<file path="config.mk">
export PLATFORM = sky130hd
export DESIGN_NAME = maze_carver
export DESIGN_NICKNAME = d
export VERILOG_FILES = /design/src/rtl/maze_carver.sv
export SDC_FILE = /design/constraint.sdc
export NUM_CORES = 1
export LEC_CHECK = 0
export BUFFER_PORTS_ARGS = -buffer_cell sky130_fd_sc_hd__buf_4
export CAP_MARGIN = 20
export CORE_MARGIN = 2
export CORE_UTILIZATION = 60
export DETAILED_ROUTE_END_ITERATION = 8
export GPL_TIMING_DRIVEN = 1
export PLACE_DENSITY = 0.78
export SYNTH_ARGS = -nofsm -noshare
export SYNTH_HDL_FRONTEND = slang
export SYNTH_SLANG_ARGS = --single-unit
</file>
<file path="constraint.sdc">
create_clock -name clk -period 5.6 [get_ports clk]
set_input_delay 1.12 -clock clk [delete_from_list [all_inputs] [get_ports clk]]
set_output_delay 1.12 -clock clk [all_outputs]
set_load 0.05 [all_outputs]
</file>
<file path="src/rtl/maze_carver.sv">
// maze_carver: carves a perfect maze into a 16x16 tile bitmap using a
// randomized depth-first search driven by a 16-bit Fibonacci LFSR.
module maze_carver #(
   parameter int          CELLS     = 64,
   parameter logic [15:0] LFSR_INIT = 16'hACE1
) (
   input  logic         clk,
   input  logic         reset,
   input  logic         start,
   input  logic [15:0]  seed,
   input  logic [4:0]   maze_width,
   input  logic [4:0]   maze_height,
   output logic [255:0] path_data,
   output logic [4:0]   start_x,
   output logic [4:0]   start_y,
   output logic [4:0]   finish_x,
   output logic [4:0]   finish_y,
   output logic         busy,
   output logic         done
);
   typedef enum logic [2:0] {IDLE, CLEAR, INIT, PICK, CARVE, BACKTRACK} state_t;
   state_t      state;
   logic [3:0]  ew, eh, cx, cy, tx, ty, wx, wy;
   logic [15:0] lfsr;
   logic [6:0]  sp;
   logic [1:0]  dir, pick, first;
   logic [3:0]  mask, rot;
   logic [5:0]  stack [CELLS];
   logic [5:0]  top;

   function automatic logic [3:0] eff(input logic [4:0] d);
      return (d > 5'd15) ? 4'd15 : (d < 5'd3) ? 4'd3 : (d[3:0] | 4'd1);
   endfunction

   // Neighbour two tiles away must be a cell in range and still uncarved.
   always_comb begin
      mask[0] = (cy >= 4'd3) && !path_data[{cy - 4'd2, cx}];
      mask[1] = (cx + 4'd2 <= ew - 4'd2) && !path_data[{cy, cx + 4'd2}];
      mask[2] = (cy + 4'd2 <= eh - 4'd2) && !path_data[{cy + 4'd2, cx}];
      mask[3] = (cx >= 4'd3) && !path_data[{cy, cx - 4'd2}];
      rot     = 4'({mask, mask} >> lfsr[1:0]);
      first   = rot[0] ? 2'd0 : rot[1] ? 2'd1 : rot[2] ? 2'd2 : 2'd3;
      pick    = lfsr[1:0] + first;
      tx      = (dir == 2'd1) ? cx + 4'd2 : (dir == 2'd3) ? cx - 4'd2 : cx;
      ty      = (dir == 2'd0) ? cy - 4'd2 : (dir == 2'd2) ? cy + 4'd2 : cy;
      wx      = (dir == 2'd1) ? cx + 4'd1 : (dir == 2'd3) ? cx - 4'd1 : cx;
      wy      = (dir == 2'd0) ? cy - 4'd1 : (dir == 2'd2) ? cy + 4'd1 : cy;
      top     = stack[6'(sp - 7'd2)];
   end

   always_ff @(posedge clk) begin
      if (state == INIT)
         stack[0] <= 6'd0;
      else if (state == CARVE)
         stack[6'(sp)] <= {ty[3:1], tx[3:1]};
   end

   always_ff @(posedge clk or negedge reset) begin
      if (!reset) begin
         state     <= IDLE;
         ew        <= 4'd3;
         eh        <= 4'd3;
         cx        <= 4'd1;
         cy        <= 4'd1;
         dir       <= 2'd0;
         lfsr      <= LFSR_INIT;
         sp        <= 7'd0;
         path_data <= '0;
         start_x   <= 5'd0;
         start_y   <= 5'd0;
         finish_x  <= 5'd0;
         finish_y  <= 5'd0;
         busy      <= 1'b0;
         done      <= 1'b0;
      end else begin
         if (busy)
            lfsr <= {lfsr[14:0], lfsr[15] ^ lfsr[13] ^ lfsr[12] ^ lfsr[10]};
         case (state)
            IDLE: if (start) begin
               ew    <= eff(maze_width);
               eh    <= eff(maze_height);
               lfsr  <= (seed == 16'd0) ? LFSR_INIT : seed;
               done  <= 1'b0;
               busy  <= 1'b1;
               state <= CLEAR;
            end
            CLEAR: begin
               path_data <= '0;
               done      <= 1'b0;
               state     <= INIT;
            end
            INIT: begin
               path_data[17] <= 1'b1;
               cx            <= 4'd1;
               cy            <= 4'd1;
               sp            <= 7'd1;
               state         <= PICK;
            end
            PICK: begin
               dir   <= pick;
               state <= (mask != 4'd0) ? CARVE : BACKTRACK;
            end
            CARVE: begin
               path_data[{wy, wx}] <= 1'b1;
               path_data[{ty, tx}] <= 1'b1;
               cx                  <= tx;
               cy                  <= ty;
               sp                  <= sp + 7'd1;
               state               <= PICK;
            end
            BACKTRACK: begin
               sp <= sp - 7'd1;
               if (sp == 7'd1) begin
                  start_x  <= 5'd1;
                  start_y  <= 5'd1;
                  finish_x <= {1'b0, ew - 4'd2};
                  finish_y <= {1'b0, eh - 4'd2};
                  busy     <= 1'b0;
                  done     <= 1'b1;
                  state    <= IDLE;
               end else begin
                  cx    <= {top[2:0], 1'b1};
                  cy    <= {top[5:3], 1'b1};
                  state <= PICK;
               end
            end
            default: state <= IDLE;
         endcase
      end
   end
endmodule

</file>
After elaboration in Yosys (flattened, before gate mapping)
Memory sizes are Yosys's and may differ from the RTL's.
Index checks and enable logic that the tools add are counted.

word-level totals
  logic and storage cells = 147
  memories kept = 1
  bits in writable memories = 384
  input port bits = 29
  flip-flop bits (word level) = 311

memory list
  memory  words  width  read ports  clocked after memory_dff  wr ports  line  RTL
  stack   64     6      1           0                         1         28    logic [5:0] stack [CELLS];

operators by class
  $add $sub $neg = 14
  equal/unequal tests = 12
  magnitude comparators = 16
  reductions and logical operators = 26
  shifts and indexed selects = 1
  bitwise operators = 5
  multiplexer cells = 57

operators with widths
  kind                                                                count
  bitwise OR 256 bit                                                  2
  case mux 238 bit (2 select lines)                                   1
  two-way mux 16 bit                                                  4
  two-way mux 4 bit                                                   14
  less-than comparator 8 x 9 -> 1 bit (second input constant)         6
  case mux 17 bit (2 select lines)                                    1
  binary-select mux 1 bit (select 8 bit)                              4
  case mux 4 bit (3 select lines)                                     2
  case mux 7 bit (3 select lines)                                     1
  two-way mux 1 bit                                                   18
  demux 1 bit (select 8 bit)                                          2
  greater-or-equal comparator 8 x 1 -> 1 bit (second input constant)  2
  zero test 16 bit                                                    1
  subtractor 4 x 2 -> 4 bit (second input constant)                   4
  case mux 3 bit (5 select lines)                                     1
  two-way mux 6 bit                                                   2
  greater-than comparator 5 x 4 -> 1 bit (second input constant)      2
  less-than comparator 5 x 2 -> 1 bit (second input constant)         2
  nonzero test 3 bit                                                  3
  adder 4 x 1 -> 4 bit (second input constant)                        2
  adder 4 x 2 -> 4 bit (second input constant)                        2
  greater-or-equal comparator 4 x 2 -> 1 bit (second input constant)  2
  less-or-equal comparator 4 bit                                      2
  right shift 8 x 2 -> 3 bit                                          1
  other kinds (27)                                                    50

Longest topological paths before layout
  word-level depth = 10
  mapped depth = 19
  gate-level depth less buffers = 16

Worst setup path before layout
Ideal clock, no wire load.

  path type = register to register
  start = register cx[1]
  end = register dir[1]
  clock period less this slack = 4.043 ns
  setup time = 0.082 ns
  path buffers = 4
  cell stages (with the launch flop) = 20
  arrival = 3.961 ns
  path slack = 1.557 ns
  cells stage by stage = dfrtp_1 buf_6 buf_6 inv_1 ha_1 xor2_2 buf_6 buf_4 nand2_1 a32oi_1 nand4_1 nand4_1 nand4_1 o32a_2 nor3b_1 o21ai_0 o311ai_0 ha_1 or4_1 a31oi_1

between the ends
  word-level cells in the longest chain between the ends = 10

RTL lines
  what                                                                      line    RTL
  from (decl)                                                               23      logic [3:0] ew, eh, cx, cy, tx, ty, wx, wy;
  from (signal assigned)                                                    106     cx <= tx;
  from (signal assigned)                                                    122     cx <= {top[2:0], 1'b1};
  adder 4 x 2 -> 4 bit / subtractor 4 x 2 -> 4 bit (equally long branches)  38, 40
  binary-select mux 1 bit (select 8 bit) (on tied branches)                 38, 40
  two-way mux 1 bit (on tied branches)                                      38, 40
  zero test 1 bit (on tied branches)                                        38, 40
  logical AND 1 bit (on tied branches)                                      38, 40
  right shift 8 x 2 -> 3 bit *                                              41      rot = 4'({mask, mask} >> lfsr[1:0]);
  two-way mux 1 bit                                                         42      first = rot[0] ? 2'd0 : rot[1] ? 2'd1 : rot[2] ? 2'd2 : 2'd3;
  two-way mux 2 bit                                                         42
  two-way mux 2 bit *                                                       42
  adder 2 bit *                                                             43      pick = lfsr[1:0] + first;
  to (signal assigned)                                                      100     dir <= pick;
  to (decl)                                                                 26      logic [1:0] dir, pick, first;

Every way passes the cells marked *; elsewhere a longest branch is shown, timed or not. The select of a mux whose other input is x is not followed.
A chain may end at the register's enable or synchronous reset.

Worst setup path after layout
Same ends and word-level chain as after synthesis.

==> impl_metrics.json <==
{
  "run_status": "finished with violations",
  "failed_checks": "DRC",
  "grt_antenna_before_repair": 0,
  "critical_path.startpoint": "cx[1]",
  "cts_setup_buffers": 0,
  "synth-main-ff-cell": "edfxtp_1",
  "number_of_endpoints_with_negative_hold_slack_in_the_final_report": 0,
  "core_mm2": 0.05266,
  "final-setup-viol-count": 0,
  "placement_rows": 84,
  "synth-warning-count": 0,
  "worst_ep_required_time_ns": 6.14,
  "boundaryPins": 307,
  "worstSetupEndpoint": "dir[1]",
  "synth-seq-cells": 690,
  "wl_met1_um": 34900,
  "async_flop_share": 0.4435,
  "cts_buffer_depth": 3,
  "layout_commonest_cell": "edfxtp_1",
  "drt-pass1-iter-count": 9,
  "crit_path_start_kind": "flip-flop",
  "setup.worst_path.class": "reg2reg",
  "tritoncts_num_sinks": 690,
  "drcViolationCount": 2,
  "synthDistinctLibCells": 76,
  "clock.fmax_mhz": 197.1,
  "fin_crit_sh": 0.9059,
  "wl_um": 96330,
  "worst-slew-pin-transition_ns": 1.190,
  "detailedPlacementHpwl_um": 63130,
  "synth-seq-area-share": 0.6009,
  "detail_route.iter0.violations": 3471,
  "pin_count_of_the_biggest_net_entering_global_routing": 126,
  "synth-edff-count": 384,
  "fin_worst_skew_ns": 0.02121,
  "holdCritPathClass": "reg2reg",
  "port_buffers": 294,
  "final_period_minus_worst_setup_slack_ns": 5.073,
  "drive_gt1_frac": 0.2601,
  "synthCells": 2340,
  "reg2reg_from": "cx[1]",
  "crit_path_max_fanout": 15,
  "synth.avg_cell_area_um2": 13.66,
  "slew_headroom": 0.2037,
  "die_x_um": 234.8,
  "vias": 23070,
  "cts_hold_repair.buffers": 0,
  "detail_route.wl_per_cell_um": 28.73,
  "grt_pass1_vias": 22650,
  "power.ir.vdd_worst_uv": 456.9,
  "timing.final.max_slew_violations": 0,
  "cap_viol_max_count": 0,
  "overflow": 0,
  "clk_transition_reported_paths_ns": 0.06,
  "worst-r2r-cell-count": 15,
  "final_nets": 2659,
  "die_height_um": 234.8,
  "dr_wl_met2_um": 46900,
  "power.density_mw_per_mm2": 495.0,
  "topRoutingLayerUsed": "met4",
  "worst-endpoint-arrival_ns": 5.61,
  "rr_endpoint": "dir[1]",
  "wl_met3_um": 9110,
  "grt.total_usage": 0.3477,
  "endpoint_kind": "flip-flop",
  "clock_latency_ns": 0.63,
  "initial_utilization": 0.6069,
  "fin_worst_hold_slack_ns": 0.4848,
  "tritoncts.num_buffers": 73,
  "globalplace.congestion": 0.9827,
  "static-leakage-power_nw": 14.70,
  "clock-root-buffer": "clkbuf_16",
  "tritoncts": "done",
  "ratio_of_routed_vias_to_standard_cells": 6.881,
  "layout.cells.most_common_list": "edfxtp_1, buf_4, nand2_1, dfrtp_1, o21ai_0",
  "postRouteAntennaNets": 0,
  "grt_pass1_wl_um": 144400,
  "rsz0062_at_grt": "no",
  "area_of_the_mapped_netlist_mm2": 0.03196,
  "cts.repair.resized": 0,
  "setup_tns_ns": 0,
  "worst-r2r-setup-slack_ns": 0.53,
  "design.die.area_mm2": 0.05513,
  "cts-htree-levels": 3,
  "area_growth_pct": 16.41
}
==> sequential cells by signal (all words and copies together), names as in the netlist, 4 cells and up <==
| signal | count |
|---|---|
| path_data | 256 |
| sp | 7 |
| finish_y | 4 |
| lfsr | 16 |
| cx | 4 |
| stack | 384 |
==> synth_stat cells, types with 6 or more instances <==
cell type	n	area [µm²]
o22ai_1	6	37.54
nor3_1	17	85.08
a31oi_1	23	143.9
a22oi_1	6	45.04
and3_1	7	43.79
a21boi_0	6	45.04
o211ai_1	10	75.07
nand2b_1	19	118.9
nor4_1	8	50.05
xnor2_1	16	140.1
nor2_1	170	638.1
buf_12	6	120.1
nand3_1	54	270.3
mux4_2	165	3716
xor2_1	11	96.34
a32oi_1	15	131.4
o21ai_0	189	945.9
buf_2	27	135.1
dfstp_2	11	289.0
mux2i_1	88	880.8
buf_1	12	45.04
buf_4	20	150.1
and2_1	7	43.79
a211oi_1	8	60.06
mux4_1	8	210.2
dfrtp_1	295	7382
ha_1	25	312.8
nor2b_1	14	87.58
a21oi_1	53	265.3
mux2_2	28	315.3
nand2_1	291	1092
buf_6	12	135.1
edfxtp_1	384	11530
inv_1	12	45.04
a311oi_1	10	87.58
clkbuf_1	85	319.1
a22o_1	129	1130
nand4_1	17	106.4
==> how the worst min path moves through the flow <==
stage	from	to	slack, ns	depth (start not counted)
CTS	path_data[67]	path_data[67]	0.49	2
finish	eh[3]	eh[3]	0.48	2
global placement	path_data[227]	path_data[227]	0.47	2
detailed placement	path_data[67]	path_data[67]	0.48	2
global route	finish_y[3]	finish_y[3]	0.51	2
floorplan	eh[3]	eh[3]	0.46	2
==> routing by layer <==
metal  GRT usage  vias to the layer above
met5           0                        -
met4      0.1695                        0
met3     0.07425                      354
met2      0.5579                     1552
met1      0.4563                    11660
li1            -                     9503
==> critical path, cell delays in order, from the launching register on <==
cell,delay (ns)
dfrtp_4,0.43
inv_1,0.06
buf_4,0.19
ha_1,0.56
clkinv_1,0.63
nor2_1,0.81
a32oi_1,0.20
a311oi_1,0.44
nor4_2,0.11
o21ai_1,0.15
a31oi_1,0.12
nand3_1,0.19
o311ai_0,0.16
ha_1,0.24
or4_1,0.51
a31oi_1,0.17
==> logic make-up (layout without fill, tap and decap cells) <==
| family | Yosys count | in the layout | synth area share |
|---|---|---|---|
| buf+inv | 181 | 496 | 0.03101 |
| other cells | 1 | 11 | 0.0001173 |
| flops | 690 | 690 | 0.6009 |
| compound gates | 496 | 496 | 0.1036 |
| simple gates | 629 | 629 | 0.08562 |
| mux | 289 | 289 | 0.1603 |
| xor+xnor | 29 | 29 | 0.008770 |
| fa+ha+maj | 25 | 25 | 0.009788 |
==> cell type report <==
type	count	area (µm²)
clock buffer	95	2021
clock inverter	39	496.7
timing repair buffer	345	2643
fill	3412	15450
tap	688	860.8
antenna	1	2.502
multi-input combinational	1478	11890
sequential	690	19220
inverter	17	66.31
==> power breakdown <==
| part | total, mW | internal, mW | switching [mW] |
|---|---|---|---|
| Combinational | 7.13 | 2.44 | 4.69 |
| Sequential | 6.22 | 5.73 | 0.493 |
| Clock | 5.06 | 2.99 | 2.07 |
==> per-stage QoR <==
step / utilization / setup WS (ns) / instance area (µm²) / total power, mW / cells
after floorplan: - / 1.557 / 31990 / 11.04 / 2349
after global placement: 0.6581 / 0.7253 / 34650 / 12.97 / 3215
after detailed placement: 0.6583 / 0.6960 / 34660 / 13.17 / 3216
after CTS: 0.7061 / 0.6760 / 37180 / 18.23 / 3350
after global routing: 0.7065 / 0.3269 / 37200 / 19.01 / 3352
final: 0.7065 / 0.5267 / 37200 / 18.42 / 3353
(Power assumes the default switching activity.)
